### config.mk
export PLATFORM = sky130hd
export DESIGN_NAME = cordic_issue_ctrl
export DESIGN_NICKNAME = d
export VERILOG_FILES = /design/src/rtl/cordic_issue_ctrl.sv
export SDC_FILE = /design/constraint.sdc
export NUM_CORES = 1
export LEC_CHECK = 0
export CAP_MARGIN = 5
export CORE_MARGIN = 2
export CORE_UTILIZATION = 25
export DETAILED_ROUTE_END_ITERATION = 10
export GPL_ROUTABILITY_DRIVEN = 0
export PLACE_DENSITY = 0.5
export SYNTH_ARGS = -nofsm -noshare
export SYNTH_HDL_FRONTEND = slang
export SYNTH_SLANG_ARGS = --single-unit
### constraint.sdc
create_clock -name clock -period 3.4 [get_ports clock]
set_clock_uncertainty 0.2 [all_clocks]
set_input_delay 0.68 -clock clock [delete_from_list [all_inputs] [get_ports clock]]
set_output_delay 0.68 -clock clock [all_outputs]
set_load 0.01 [all_outputs]
### src/rtl/cordic_issue_ctrl.sv
// Operand FIFO, range screen and start/clk_en sequencing for the unrolled
// cosine CORDIC core; the result is presented on a registered valid/ready port.
module cordic_issue_ctrl #(
    parameter int DEPTH   = 4,
    parameter int TIMEOUT = 8
) (
    input  logic                     clock,
    input  logic                     aclr,
    input  logic                     in_valid,
    output logic                     in_ready,
    input  logic [31:0]              in_data,
    output logic                     out_valid,
    input  logic                     out_ready,
    output logic [31:0]              out_result,
    output logic                     out_err,
    output logic                     core_aclr,
    output logic                     core_clk_en,
    output logic                     core_start,
    output logic [31:0]              core_dataa,
    input  logic [31:0]              core_result,
    input  logic                     core_done,
    output logic [$clog2(DEPTH):0]   fifo_count
);

    localparam int AW = $clog2(DEPTH);
    localparam int TW = $clog2(TIMEOUT + 1);
    localparam logic [AW:0]   DEPTH_C = (AW + 1)'(DEPTH);
    localparam logic [TW-1:0] T_LAST  = TW'(TIMEOUT - 1);

    typedef enum logic [1:0] {
        IDLE,
        LOAD,
        RUN,
        OUT
    } state_t;

    state_t          state;
    logic [31:0]     mem [DEPTH];
    logic [AW-1:0]   wr_ptr;
    logic [AW-1:0]   rd_ptr;
    logic [TW-1:0]   tcnt;
    logic            push;
    logic            pop;
    logic            reject;
    logic [31:0]     head_abs;

    assign in_ready = fifo_count < DEPTH_C;
    assign push     = in_valid && in_ready;
    assign pop      = (state == IDLE) && (fifo_count != '0) && !core_aclr;
    assign head_abs = {1'b0, mem[rd_ptr][30:0]};
    // Exponent >= 128 means |x| >= 2.0, which overflows the Q1.20 core input.
    assign reject   = head_abs[30];

    // Combinational in RUN so the core index freezes on the done cycle.
    assign core_clk_en = (state == RUN) ? !core_done : (state == LOAD);

    always_ff @(posedge clock) begin
        if (push) begin
            mem[wr_ptr] <= in_data;
        end
    end

    always_ff @(posedge clock or negedge aclr) begin
        if (!aclr) begin
            wr_ptr     <= '0;
            rd_ptr     <= '0;
            fifo_count <= '0;
        end else begin
            if (push) begin
                wr_ptr <= wr_ptr + 1'b1;
            end
            if (pop) begin
                rd_ptr <= rd_ptr + 1'b1;
            end
            if (push && !pop) begin
                fifo_count <= fifo_count + 1'b1;
            end else if (pop && !push) begin
                fifo_count <= fifo_count - 1'b1;
            end
        end
    end

    always_ff @(posedge clock or negedge aclr) begin
        if (!aclr) begin
            core_aclr <= 1'b1;
        end else begin
            core_aclr <= 1'b0;
        end
    end

    always_ff @(posedge clock or negedge aclr) begin
        if (!aclr) begin
            state      <= IDLE;
            out_valid  <= 1'b0;
            out_result <= '0;
            out_err    <= 1'b0;
            core_start <= 1'b0;
            core_dataa <= '0;
            tcnt       <= '0;
        end else begin
            unique case (state)
                IDLE: begin
                    if (pop) begin
                        if (reject) begin
                            out_result <= '0;
                            out_err    <= 1'b1;
                            out_valid  <= 1'b1;
                            state      <= OUT;
                        end else begin
                            core_dataa <= head_abs;
                            core_start <= 1'b1;
                            state      <= LOAD;
                        end
                    end
                end
                LOAD: begin
                    core_start <= 1'b0;
                    tcnt       <= '0;
                    state      <= RUN;
                end
                RUN: begin
                    if (core_done) begin
                        out_result <= core_result;
                        out_err    <= 1'b0;
                        out_valid  <= 1'b1;
                        state      <= OUT;
                    end else if (tcnt == T_LAST) begin
                        out_result <= '0;
                        out_err    <= 1'b1;
                        out_valid  <= 1'b1;
                        state      <= OUT;
                    end else begin
                        tcnt <= tcnt + 1'b1;
                    end
                end
                OUT: begin
                    if (out_ready) begin
                        out_valid <= 1'b0;
                        state     <= IDLE;
                    end
                end
                default: state <= IDLE;
            endcase
        end
    end

endmodule

==> metrics, run 1 <==
CTS tree=built; IO Pins=142; period utilization=0.898; Detailed Place HPWL=10400 µm; Post-synth EDFFs=124; First DRT Iteration DRCs=165; sequential fraction of the synthesis area=0.738; Total Power=0.00895 W; Async SR Flop Fraction=0.389; hold buffer count at CTS=0; Rel. slew slack=0.352; clock root buffer=clkbuf_16; post-synthesis cell type count=37; Peak VDD IR=0.331 mV; drt drc=0; Starting Density=0.253; switching share of power=0.288; TritonCTS Buffers=25; CP Max Fanout=5; final net count=635; worst path arrival time=2170 ps; type of origin of the critical path=flip-flop; Clock Power Share=0.282; first-pass GRT wire length=26600 µm; die height=180 µm; setup TNS=0 ps; number of diodes=0; Yosys reg bits=203; setup repair bufs after CTS=0; Post-synth top flop=edfxtp_1; status=complete, no violations; gr usage total=0.105; vias per cell=4.28; vias in the first global route=4555; Synth Area in Simple Gates=0.0185; Synth Area in Adders=0.0204; largest net degree at the start of global routing=71; Worst R2R Setup Slack=960 ps; Layout area overhead=34.9%; Hold Violations, Final=0; Post-synth top cells=edfxtp_1 (124), dfrtp_1 (78), a22o_1 (32), mux2_2 (31), mux4_2 (31); synth top area cells=edfxtp_1 (48%), dfrtp_1 (25%), mux4_2 (9.0%); synthesized area=7720 µm²; PD cells=859 nW/µm²; yosys synthesis warning count=0; Leak=3.81 nW; post-route ant nets=0; Post-CTS Resized=0; final slew viol count=0; XOR/XNOR share of the synthesized area=0.00680; Setup Crit Path Kind=reg2out; Tmin final=3050 ps; FILL cells=2912; # setup viols final=0; Core Area=30500 µm²; clk slew on worst S/H paths=60 ps; Die Area=32300 µm²; H-tree levels=1; Hold WC Path Type=in2async; Die W=180 µm; Avg Cell Area, Syn=19.6 µm²; Avg WL per Cell=17.4 µm; count leader, synth=edfxtp_1; FP Rows=64; layout cell share with drive strength beyond 1=0.220; post-synthesis compound-gate area fraction=0.0522; Post-Synthesis Cells=395; Yosys top cell area share=0.482; worst slew pin tran=972 ps; part of the power in registers=0.395; detailed-route wire length=16900 µm; Gate power share=0.324; worst skew pair latency=510 ps; CTS max path bufs=3; vias=4149; port bufs=138; mux cell area share after synthesis=0.139; Highest Clock Rate=328 MHz; CP required=2520 ps; Final Cell Area=10400 µm²; largest family of logic cells by synthesized area=multiplexers; Max Cap Violations=0; Placed Area=9620 µm²; Setup crit end kind=output pin; Yosys top cell by area=edfxtp_1; initial antenna violation count=0; unrepaired setup endpoints after global routing=false; 1st-pass router iterations=4; Int Power=0.00637 W; global route overflow=0; Switch Pwr=0.00258 W; Sink Count=203
==> worst paths after layout <==
| path | end | cells past startpoint | startpoint |
|---|---|---|---|
| worst min register to register | out_result[10] | 1 | out_result[10] |
| worst max register to register | out_result[1] | 4 | rd_ptr[0] |
| max in group asynchronous | core_dataa[25] | 2 | aclr |
| min in group clock | out_result[10] | 1 | out_result[10] |
| worst max-delay path | core_clk_en | 6 | state[0] |
| worst min-delay path | out_result[13] | 1 | aclr |
==> area by class of cell <==
class	count	area, µm²	share of cell area
inverter	12	45.0	0.00432
clock buffer	33	697	0.0669
tap	396	495	0.0476
clock inverter	13	98.8	0.00949
timing repair buffer	150	1520	0.146
multi-input combinational	162	1860	0.178
sequential	203	5700	0.547
==> power groups by stage <==
stage	Combinational, W	Clock, W	Sequential (W)
floorplan	0.00155	0	0.00370
global route	0.00317	0.00272	0.00361
CTS	0.00300	0.00262	0.00355
global placement	0.00294	0	0.00355
detailed placement	0.00299	0	0.00359
finish	0.00290	0.00252	0.00353
==> worst max-delay path, cell delays in order, from the launching register on <==
cell,delay [ps]
dfrtp_1,400
inv_1,100
ha_1,240
inv_1,90
nand2_1,140
o21ai_0,120
clkdlybuf4s50_1,570
==> through the flow <==
step	hold slack [ps]	utilization	setup slack (ps)	instances
after CTS	158	0.341	301	969
after detailed placement	291	0.315	611	923
after global routing	198	0.341	190	969
after floorplan	184	-	986	397
final	122	0.341	347	969
after global placement	287	0.315	611	923
==> state kept, by name, indices dropped and copies added (netlist names), 2 cells and up <==
name	cells
wr_ptr	2
out_result	32
tcnt	4
fifo_count	3
mem	124
core_dataa	30
state	2
rd_ptr	2
==> routing by layer <==
| metal | track usage | part of all wire | vias to the layer above |
|---|---|---|---|
| li1 | - | - | 1865 |
| met1 | 0.130 | 0.42 | 2119 |
| met2 | 0.181 | 0.49 | 136 |
| met3 | 0.0235 | 0.052 | 29 |
| met4 | 0.0341 | 0.032 | 0 |
| met5 | 0 | 0 | - |
==> logic make-up (layout without fill, tap and decap cells) <==
kind of cell / count (synthesis) / in the layout
other: 1 / 3
AO/OA/AOI/OAI: 48 / 48
adder cells (fa/ha/maj): 12 / 12
multiplexers: 65 / 65
buffers and inverters: 32 / 208
flip-flops: 203 / 203
AND/OR/NAND/NOR: 28 / 28
XOR/XNOR: 6 / 6
==> cells in the final DEF, fill, tap and decap left out, drive strengths merged, types with 2 or more instances in the layout <==
master	count
a22o	32
o21a	2
nor2b	2
xnor2	4
inv	13
buf	13
clkbuf	33
nand3	3
xor2	2
clkinvlp	3
mux2i	3
clkinv	8
clkdlybuf4s50	137
o21ai	6
nand2	7
edfxtp	124
mux4	31
nor2	7
mux2	31
dfrtp	78
a21oi	2
conb	3
ha	11
o41ai	2
and2	4
(Power assumes the default switching activity.)
==> run 2, diff against run 1 <==
==> constraint.sdc (replaced) <==
create_clock -name clock -period 3.4 [get_ports clock]
set_clock_uncertainty 0.2 [all_clocks]
set_input_delay 0.68 -clock clock [delete_from_list [all_inputs] [get_ports clock]]
set_output_delay 0.68 -clock clock [all_outputs]
set_load 0.1 [all_outputs]
==> metrics, run 2 (same netlist as run 1, synthesis figures left out) <==
CTS max path bufs=3 (unchanged); H-tree levels=1 (unchanged); HP Start=out_result[18]; Layout area overhead=33.3%; number of diodes=0 (unchanged); hold worst-path end=out_result[18]; post-route ant nets=0 (unchanged); Starting Density=0.253 (unchanged); first-pass GRT wire length=27000 µm (+1.3%); # setup viols final=0 (unchanged); final net count=636 (+0.16%); clock root buffer=clkbuf_16; global route overflow=0 (unchanged); worst hold slack=309 ps (+187 ps); worst slew pin tran=842 ps (-130 ps); Tmin final=2750 ps (-304 ps); FP Rows=64 (unchanged); setup repair bufs after CTS=0 (unchanged); most flop-heavy register=mem; port bufs=138 (unchanged); Hold WC Path Type=reg2reg; worst path arrival time=1870 ps (-300 ps); max reg flops=124 (unchanged); drt drc=0 (unchanged); Detailed Place HPWL=10300 µm (-1.1%); CP required=2520 ps (about the same); CP max-delay cell=dfrtp_1; Hold Violations, Final=0 (unchanged); Avg WL per Cell=17.6 µm (+0.75%); TritonCTS Buffers=24 (-4.0%); Die Area=32300 µm² (unchanged); setup TNS=0 ps (unchanged); 1st-pass router iterations=4 (unchanged); IO Pins=142 (unchanged); Die W=180 µm (unchanged); crit-path most repeated cell=inv_1; initial antenna violation count=0 (unchanged); R2R cell count=7 (+3); Rel. slew slack=0.437 (+0.0844); reg2reg start=state[1]; most frequent cells in the layout=edfxtp_1 (124), buf_4 (80), dfrtp_1 (76), clkdlybuf4s50_1 (66), a22o_1 (32); gr usage total=0.105 (+0.000210); CTS tree=built; die height=180 µm (unchanged); Setup Crit Path Kind=reg2out; Sink Count=203 (unchanged); worst skew pair latency=510 ps (about the same); clk slew on worst S/H paths=50 ps (about the same); status=complete, no violations; largest net degree at the start of global routing=34 (-52%); Core Area=30500 µm² (unchanged); period utilization=0.809 (-0.0894); Largest regs=mem: 124 flops, out_result: 32 flops, core_dataa: 30 flops; layout cell share with drive strength beyond 1=0.342 (+0.122); Max Cap Violations=0 (unchanged); unrepaired setup endpoints after global routing=false; reg2reg end=fifo_count[1]; Worst R2R Setup Slack=810 ps (-150 ps); vias in the first global route=4603 (+1.1%); vias per cell=4.31 (+0.58%); type of origin of the critical path=flip-flop; CP Max Fanout=5 (unchanged); Hold Path Cell Cnt=1; most common cell after layout, fill and taps aside=edfxtp_1; Highest Clock Rate=364 MHz (+11%); final slew viol count=0 (unchanged); Critical Path Max Stage Delay=400 ps (-170 ps); Setup crit end kind=output pin; detailed-route wire length=17000 µm (+0.75%); vias=4173 (+0.58%); Cell Chain, Critical Path=inv_1 > ha_1 > inv_1 > nand2_1 > o21ai_1 > buf_12; First DRT Iteration DRCs=184 (+12%)
run 2: stage by stage:
step	utilization	instance area (µm²)	setup slack, ps	std cells
floorplan	-	7730	428	397
global placement	0.310	9470	663	924
detailed placement	0.310	9470	661	924
CTS	0.338	10300	601	969
global route	0.338	10300	461	969
finish	0.338	10300	651	969
run 2: per-layer routing:
| layer | GRT usage | vias up | share of wire |
|---|---|---|---|
| met4 | 0.0289 | 0 | 0.022 |
| met3 | 0.0276 | 23 | 0.057 |
| met1 | 0.133 | 2152 | 0.43 |
| met5 | 0 | - | 0 |
| met2 | 0.178 | 139 | 0.49 |
| li1 | - | 1859 | - |
run 2: layout make-up:
cell class,count,area [µm²]
fill,2914,20200
inverter,12,45.0
clock inverter,8,96.3
sequential,203,5700
timing repair buffer,152,1370
tap,396,495
multi-input combinational,162,1860
clock buffer,36,728
run 2: how the worst max path moves through the flow:
| stage | start | endpoint | slack, ps |
|---|---|---|---|
| floorplan | state[0] | core_clk_en | 430 |
| global placement | in_valid | fifo_count[2] | 660 |
| detailed placement | in_valid | fifo_count[2] | 660 |
| CTS | state[0] | core_clk_en | 600 |
| global route | state[0] | core_clk_en | 460 |
| finish | state[0] | core_clk_en | 650 |
run 2: repair_timing:
item,4_1_cts,5_1_grt
resized for setup,0,0
endpoints found under the hold margin,30,0
hold buffers,1,0
run 2: worst max-delay path, delay by kind of cell, from the launching register on:
family	cells	cell delay (ps)
adders and majority gates	1	240
and+or+nand+nor	1	120
AOI/OAI and AO/OA	1	200
buffers and inverters	3	410
DFF	1	400
Power of run 2 is left out: the tool's default activity adds up to more than one toggle a clock period on the data nets, which glitch-free logic cannot reach.
==> run 3, diff against run 2 <==
--- a/config.mk
+++ b/config.mk
@@ -10,7 +10,7 @@
 export CORE_UTILIZATION = 25
 export DETAILED_ROUTE_END_ITERATION = 10
 export GPL_ROUTABILITY_DRIVEN = 0
-export PLACE_DENSITY = 0.5
+export PLACE_DENSITY = 0.52
 export SYNTH_ARGS = -nofsm -noshare
 export SYNTH_HDL_FRONTEND = slang
 export SYNTH_SLANG_ARGS = --single-unit
==> constraint.sdc (replaced) <==
create_clock -name clock -period 2.3 [get_ports clock]
set_clock_uncertainty 0.2 [all_clocks]
set_input_delay 0.46 -clock clock [delete_from_list [all_inputs] [get_ports clock]]
set_output_delay 0.46 -clock clock [all_outputs]
set_load 0.1 [all_outputs]
==> metrics, run 3 (same netlist as run 1, synthesis figures left out) <==
clk slew on worst S/H paths=60 ps (about the same); Setup crit end kind=output pin; First DRT Iteration DRCs=128 (-30%); Die Area=32300 µm² (unchanged); status=complete, no violations; layout cell share with drive strength beyond 1=0.387 (+0.0454); drt drc=0 (unchanged); Tmin final=2220 ps; vias=4310 (+3.3%); initial antenna violation count=0 (unchanged); FP Rows=64 (unchanged); FILL cells=2900 (-0.48%); Core Area=30500 µm² (unchanged); Rel. slew slack=0.532 (+0.0948); highest routed layer=met4; Avg WL per Cell=18.1 µm (+3.2%); CP required=1640 ps (-880 ps); worst slew pin tran=703 ps (-139 ps); Highest Clock Rate=450 MHz; TritonCTS Buffers=24 (unchanged); Hold Violations, Final=0 (unchanged); Sink Count=203 (unchanged); Die W=180 µm (unchanged); first-pass GRT wire length=28100 µm (+4.2%); most frequent cells in the layout=edfxtp_1 (124), buf_4 (90), dfrtp_1 (73), clkdlybuf4s50_1 (66), a22o_1 (32); Hold WC Path Type=in2async; Post-Layout Cell Count=987 (+1.9%); Placed Instances=936 (+1.3%); type of origin of the critical path=flip-flop; utilization after layout=0.347 (+0.00906); # setup viols final=0 (unchanged); max reg flops=124 (unchanged); 1st-pass router iterations=6 (+2); final slew viol count=0 (unchanged); period utilization=0.967; final net count=654 (+2.8%); CTS max path bufs=3 (unchanged); Worst R2R Setup Slack=80 ps (-730 ps); CTS tree=built; H-tree levels=1 (unchanged); worst path arrival time=1560 ps (-310 ps); Detailed Place HPWL=11400 µm (+11%); wl on met1=7450 µm (+0.55%); IO Pins=142 (unchanged); gr usage total=0.111 (+0.00564); global route overflow=0 (unchanged); Largest regs=mem: 124 flops, out_result: 32 flops, core_dataa: 30 flops; most flop-heavy register=mem; Layout area overhead=36.9%; DR WL met2=8820 µm (+6.6%); vias per cell=4.37 (+1.4%); die height=180 µm (unchanged); CP Max Fanout=4 (-1); vias in the first global route=4765 (+3.5%); number of diodes=0 (unchanged); largest net degree at the start of global routing=40 (+18%); post-route ant nets=0 (unchanged); unrepaired setup endpoints after global routing=false; worst skew pair latency=510 ps (about the same); detailed-route wire length=17900 µm (+5.1%); most common cell after layout, fill and taps aside=edfxtp_1; length of routed met3 wiring=1150 µm (+18%); port bufs=138 (unchanged); clock root buffer=clkbuf_16; Max Cap Violations=0 (unchanged); Setup Crit Path Kind=reg2out; Starting Density=0.253 (unchanged)
## run 3: cell type report
| type | count | area, µm² | area share |
|---|---|---|---|
| flip-flops and latches | 203 | 5710 | 0.540 |
| multi-input cells | 163 | 1950 | 0.185 |
| repair buffers | 169 | 1590 | 0.150 |
| clock buffers | 35 | 703 | 0.0665 |
| well taps | 396 | 495 | 0.0468 |
| clock inverters | 9 | 78.8 | 0.00745 |
| inverters | 12 | 47.5 | 0.00450 |
## run 3: worst max-delay path: stages, from the launching register on
cell and delay (ps):
dfrtp_1 430, inv_2 130, ha_4 160, nand2_4 60, o21ai_4 70, buf_12 190
## run 3: layer usage
metal / vias to the layer above / global-route usage
met5: - / 0
met4: 0 / 0.0315
met3: 32 / 0.0308
met2: 156 / 0.195
met1: 2223 / 0.132
li1: 1899 / -
## run 3: metrics by stage
step / setup TNS (ps) / instance area [µm²] / hold slack [ps] / worst slack (ps)
final: 0 / 10600 / 270 / 76.8
after CTS: -42.7 / 10500 / 280 / -42.7
after global placement: -661 / 9690 / 283 / -134
after global routing: 0 / 10600 / 294 / 0.647
after detailed placement: -6310 / 9690 / 273 / -153
after floorplan: -156 / 7780 / -35.6 / -92.5
## run 3: what timing repair did
item,in CTS,in global routing
endpoints found under the setup margin,34,1
resized for setup,8,5
hold buffers,1,0
endpoints found under the hold margin,28,0
buffers inserted,1,4
gates cloned,1,0
pin swaps,1,2
## run 3: final timing paths
check	start	to	cells after the start
max in group asynchronous	aclr	core_aclr	3
hold / removal	aclr	out_result[16]	2
hold reg to reg	core_dataa[7]	core_dataa[7]	1
setup / recovery	state[1]	core_clk_en	5
setup reg to reg	fifo_count[2]	fifo_count[2]	8
min in group clock	core_dataa[7]	core_dataa[7]	1
Power of run 3 is left out for the same reason.
==> RTL change 1, RTL diff (flow settings as in run 3) <==
Put one more register stage on the output `fifo_count`, cleared by the reset. The value now appears one clock later. The other outputs are not delayed to match.
--- a/src/rtl/cordic_issue_ctrl.sv
+++ b/src/rtl/cordic_issue_ctrl.sv
@@ -34,6 +34,8 @@
         OUT
     } state_t;
 
+    logic [$clog2(DEPTH):0] fifo_count_s0;
+
     state_t          state;
     logic [31:0]     mem [DEPTH];
     logic [AW-1:0]   wr_ptr;
@@ -44,9 +46,9 @@
     logic            reject;
     logic [31:0]     head_abs;
 
-    assign in_ready = fifo_count < DEPTH_C;
+    assign in_ready = fifo_count_s0 < DEPTH_C;
     assign push     = in_valid && in_ready;
-    assign pop      = (state == IDLE) && (fifo_count != '0) && !core_aclr;
+    assign pop      = (state == IDLE) && (fifo_count_s0 != '0) && !core_aclr;
     assign head_abs = {1'b0, mem[rd_ptr][30:0]};
     // Exponent >= 128 means |x| >= 2.0, which overflows the Q1.20 core input.
     assign reject   = head_abs[30];
@@ -64,7 +66,7 @@
         if (!aclr) begin
             wr_ptr     <= '0;
             rd_ptr     <= '0;
-            fifo_count <= '0;
+            fifo_count_s0 <= '0;
         end else begin
             if (push) begin
                 wr_ptr <= wr_ptr + 1'b1;
@@ -73,9 +75,9 @@
                 rd_ptr <= rd_ptr + 1'b1;
             end
             if (push && !pop) begin
-                fifo_count <= fifo_count + 1'b1;
+                fifo_count_s0 <= fifo_count_s0 + 1'b1;
             end else if (pop && !push) begin
-                fifo_count <= fifo_count - 1'b1;
+                fifo_count_s0 <= fifo_count_s0 - 1'b1;
             end
         end
     end
@@ -144,5 +146,13 @@
         end
     end
 
+    always_ff @(posedge clock or negedge aclr) begin
+        if (!aclr) begin
+            fifo_count <= '0;
+        end else begin
+            fifo_count <= fifo_count_s0;
+        end
+    end
+
 endmodule
 
Function: changed (a bounded check fails within 4 cycles, from zero or initial values).
==> RTL change 1 against run 3 <==
Register-to-register slack better by 0.04 ns; critical path type unchanged; highest routed layer unchanged; synthesized area up 0.97%; maximum frequency about the same; wire length up 0.11%; final area up 0.57%; sequential cell count up 3; setup slack worse by 0.00086 ns.
Power is not shown: default switching activity piles up to over one toggle a cycle in this logic, so the estimate is an artifact.
==> RTL change 1: results (changes against run 3) <==
stage,metric,value,unit,change
synthesis,yosysSeqAreaShare,74.1,%,+0.25 points
global_routing,grtUsageMet3,3.13,%,+0.053 points
placed_design,dp_hpwl,11.5,mm,+0.95%
global_routing,grt_start_max_net_pins,34,,-15%
cts,clock_path_buffers,3,,unchanged
worst_hold_path,hold_class,in -> async,,
critical_path,cp.arrival,1.56,ns,about the same
detailed_routing,vias_per_cell,4.37,,about the same
global_routing,antenna_found_initial,0,,unchanged
cells_and_area,final_layout_size_suffix_gt1_share,38.2,%,-0.60 points
cells_and_area,fillerInstances,2911,,+0.38%
critical_path,cp_max_fo,4,,unchanged
run_status,outcome,finished clean,,
global_routing,met2_usage,19.0,%,-0.56 points
critical_path,slowest_stage,dfrtp_1,,
global_routing,first_global_vias,4700,,-1.4%
synthesis,synthMuxAreaShare,13.8,%,-0.13 points
synthesis,synthTopCellsByArea,"edfxtp_1, dfrtp_1, mux4_2",,
critical_path,crit_start,state[1],,
synthesis,synth-async-reset-ratio,39.8,%,+0.89 points
sta,slew_headroom,59.7,%,+6.5 points
synthesis,synth_fa_ha_area_share,2.02,%,-0.020 points
synthesis,yosysWarnings,0,,unchanged
critical_path,slowest_delay,0.43,ns,about the same
placed_design,io_buffers,138,,unchanged
critical_path,r2r-end,out_result[13],,
critical_path,r2r-start,rd_ptr[0],,
cells_and_area,nNetsFinal,658,,+0.61%
global_routing,track_usage,11.0,%,-0.065 points
synthesis,synth-xor-area-share,0.674,%,-0.0065 points
cells_and_area,final_area,10600,um2,+0.57%
cts,clk_pin_slew_worst_paths,0.06,ns,about the same
placed_design,placed_area,9780,um2,+0.93%
critical_path,critical_path.top_delay_family,flip-flops,,
cts,htree_levels,1,,unchanged
critical_path,rr_worst_depth,4,,-4
global_routing,use_met1,13.6,%,+0.38 points
synthesis,synth-compound-area-share,5.17,%,-0.050 points
synthesis,synth.top_cells.by_count,"edfxtp_1, dfrtp_1, a22o_1",,
critical_path,reg2reg_slack,0.12,ns,+0.04 ns
critical_path,crit_end,core_clk_en,,
detailed_routing,post_drt_wl_per_cell,18.1,um,-0.29%
cts,cts_root_buf,clkbuf_16,,
synthesis,synth-edff-count,124,,unchanged
cts,insertion_delay,0.51,ns,about the same
cells_and_area,largestRegisters,"mem x124, out_result x32, core_dataa x30",,
detailed_routing,initialDrtViolationCount,141,,+10%
detailed_routing,firstDrtPassIters,7,,+1
synthesis,ys_types,36,,-2.7%
cells_and_area,antenna_cells,0,,unchanged
cts,cts_inserted_buffers,24,,unchanged
global_routing,grt_pass1_wl,28.1,mm,about the same
[RTL change 1: cell families (layout without fill, tap and decap cells)]
kind of cell	Yosys count	in the layout
AO/OA/AOI/OAI	48	49
XOR/XNOR	6	6
adder cells (fa/ha/maj)	12	12
buffers and inverters	32	226
flip-flops	206	206
multiplexers	65	65
other	1	3
AND/OR/NAND/NOR	28	28
[RTL change 1: cell type report]
class                           count  area share, %
Clock buffer                       33           6.45
Sequential cell                   206           54.4
Inverter                           12          0.423
Timing Repair Buffer              170           15.2
Clock inverter                     11          0.647
Tap cell                          396           4.66
Multi-Input combinational cell    163           18.2
[RTL change 1: timing repair]
item	CTS	global route
buffers inserted	1	2
hold buffers	1	0
setup endpoints to repair	34	13
gates resized for setup	5	10
endpoints found under the hold margin	27	0
pin swaps	2	3
gates cloned	1	0
[RTL change 1: stage by stage]
step                      worst slack, ns  instances
after floorplan                   0.00367        400
after global placement             -0.116        942
after detailed placement           -0.148        942
after CTS                         -0.0392        989
after global routing              -0.0102        991
final                              0.0760        991
[RTL change 1: per-layer routing]
layer,wire [um],up-vias
li1,-,1915
met5,0,-
met4,357,0
met2,8770,157
met3,1190,28
met1,7600,2229
[RTL change 1: how the worst min path moves through the flow]
stage / to / slack (ns) / cells past startpoint
2_1_floorplan: core_dataa[0] / -0.04 / 0
3_3_place_gp: out_result[28] / 0.24 / 1
3_5_place_dp: out_result[28] / 0.24 / 1
4_1_cts: wr_ptr[1] / 0.24 / 2
5_1_grt: core_dataa[0] / 0.26 / 2
6_report: state[1] / 0.25 / 2
==> RTL change 2, RTL diff (settings of run 3) <==
Without the edit above. `DEPTH`: 4 -> 8.
--- a/src/rtl/cordic_issue_ctrl.sv
+++ b/src/rtl/cordic_issue_ctrl.sv
@@ -1,7 +1,7 @@
 // Operand FIFO, range screen and start/clk_en sequencing for the unrolled
 // cosine CORDIC core; the result is presented on a registered valid/ready port.
 module cordic_issue_ctrl #(
-    parameter int DEPTH   = 4,
+    parameter int DEPTH   = 8,
     parameter int TIMEOUT = 8
 ) (
     input  logic                     clock,
Interface: changed (resized fifo_count); port bits go from 142 to 143. No check against the original RTL was run, so the function may have changed too.
==> RTL change 2 against run 3 <==
The run now ends with setup timing left; wire length increased by 72%; non-clock buffer count increased by 48; final cell count increased by 64%; sequential cell count increased by 127; final area increased by 66%; die area increased by 65%; synthesized area increased by 67%; highest routed layer unchanged; worst hold slack got worse by 0.080 ns; setup slack got worse by 0.091 ns.
==> RTL change 2: results (changes against run 3) <==
stage,metric,value,unit,change
die,die_area,53500,um2,+65%
synthesis,synthTopCellsByArea,"edfxtp_1, dfrtp_1, mux4_2",,
cts,cts_setup_buffers,4,,+3
cells_and_area,largestRegisters,"mem x248, out_result x32, core_dataa x30",,
synthesis,ys_types,40,,+8.1%
run_status,outcome,finished with violations,,
cells_and_area,fin_cells,1617,,+64%
detailed_routing,vias_per_cell,4.24,,-2.9%
critical_path,critical_path.top_delay_family,flip-flops,,
detailed_routing,firstDrtPassIters,4,,-2
sta,setup_viol,13,,+13
cells_and_area,largest_register_ffs,248,,+100%
cells_and_area,final_layout_size_suffix_gt1_share,36.8,%,-1.9 points
critical_path,cp.arrival,2.53,ns,+0.97 ns
critical_path,cp_max_fo,8,,+4
placed_design,place_inst,1529,,+63%
placed_design,placed_area,15800,um2,+63%
worst_hold_path,hold_class,in -> async,,
cts,htree_levels,2,,+1
global_routing,grt_pass1_wl,43.9,mm,+56%
synthesis,syn-instance-count,686,,+74%
detailed_routing,initialDrtViolationCount,484,,+280%
cts,cts_inserted_buffers,38,,+58%
critical_path,slowest_delay,0.53,ns,+0.10 ns
synthesis,synth-async-reset-ratio,24.8,%,-14 points
cells_and_area,nNetsFinal,990,,+51%
critical_path,crit_start,rd_ptr[0],,
sta,setup_slack,-0.0146,ns,-0.0915 ns
cts,insertion_delay,0.53,ns,+0.02 ns
global_routing,first_global_vias,7116,,+49%
cts,post_cts_resized,14,,+6
global_routing,track_usage,10.8,%,-0.26 points
run_status,failed_checks,setup timing,,
critical_path,rr_worst_depth,7,,-1
placed_design,io_buffers,139,,+0.72%
sta,fin_setup_tns,-0.0924,ns,-0.0924 ns
detailed_routing,wl,30.7,mm,+72%
critical_path,slowest_stage,dfrtp_4,,
critical_path,crit_end,out_result[26],,
synthesis,synth.top_cells.by_count,"edfxtp_1, dfrtp_1, mux4_2",,
placed_design,dp_hpwl,18.4,mm,+61%
synthesis,synth-edff-count,248,,+100%
cells_and_area,fillerInstances,4883,,+68%
global_routing,grt_start_max_net_pins,47,,+18%
RTL change 2: power by group through the flow:
| stage | registers, uW | logic (uW) | clock network [uW] |
|---|---|---|---|
| floorplan | 12200 | 4100 | 0 |
| global placement | 8180 | 11300 | 0 |
| detailed placement | 8210 | 11300 | 0 |
| CTS | 8100 | 11500 | 6220 |
| global route | 8230 | 12800 | 6450 |
| finish | 8100 | 12100 | 6000 |
RTL change 2: layout make-up:
cell class | instances | share of cell area [%]
Timing Repair Buffer | 217 | 13.3
Sequential cell | 330 | 54.3
Multi-Input combinational cell | 311 | 20.2
Clock inverter | 15 | 0.942
Tap cell | 680 | 4.85
Clock buffer | 54 | 6.17
Inverter | 10 | 0.257
RTL change 2: worst min path at each step:
stage                     slack [ns]             end  cells after the start
after CTS                       0.19  out_result[15]                      2
after detailed placement        0.22  out_result[15]                      1
final                           0.19  out_result[15]                      2
after global placement          0.22  out_result[15]                      1
after floorplan                -0.04   core_dataa[0]                      0
after global routing            0.22  out_result[15]                      2
RTL change 2: logic make-up after synthesis:
group,synth area share (%)
buffers and inverters,1.75
AOI/OAI and AO/OA,2.34
other,0.0290
muxes,16.4
and+or+nand+nor,3.99
DFF,73.6
xor gates and xnor gates,0.610
adders and majority gates,1.32
RTL change 2: metal layers:
layer / GRT usage (%) / vias up / part of all wire (%)
met5: 0 / - / 0
met4: 3.37 / 0 / 1.9
met3: 2.13 / 36 / 4.1
met2: 17.9 / 134 / 49
met1: 14.3 / 3560 / 45
li1: - / 3128 / -
RTL change 2: metrics by stage:
step	power [uW]	setup WS, ns	hold WS [ns]
floorplan	16300	-0.222	-0.0356
global placement	19400	-0.300	0.218
detailed placement	19500	-0.326	0.217
CTS	25800	-0.0404	0.186
global route	27500	-0.104	0.223
finish	26200	-0.0146	0.190
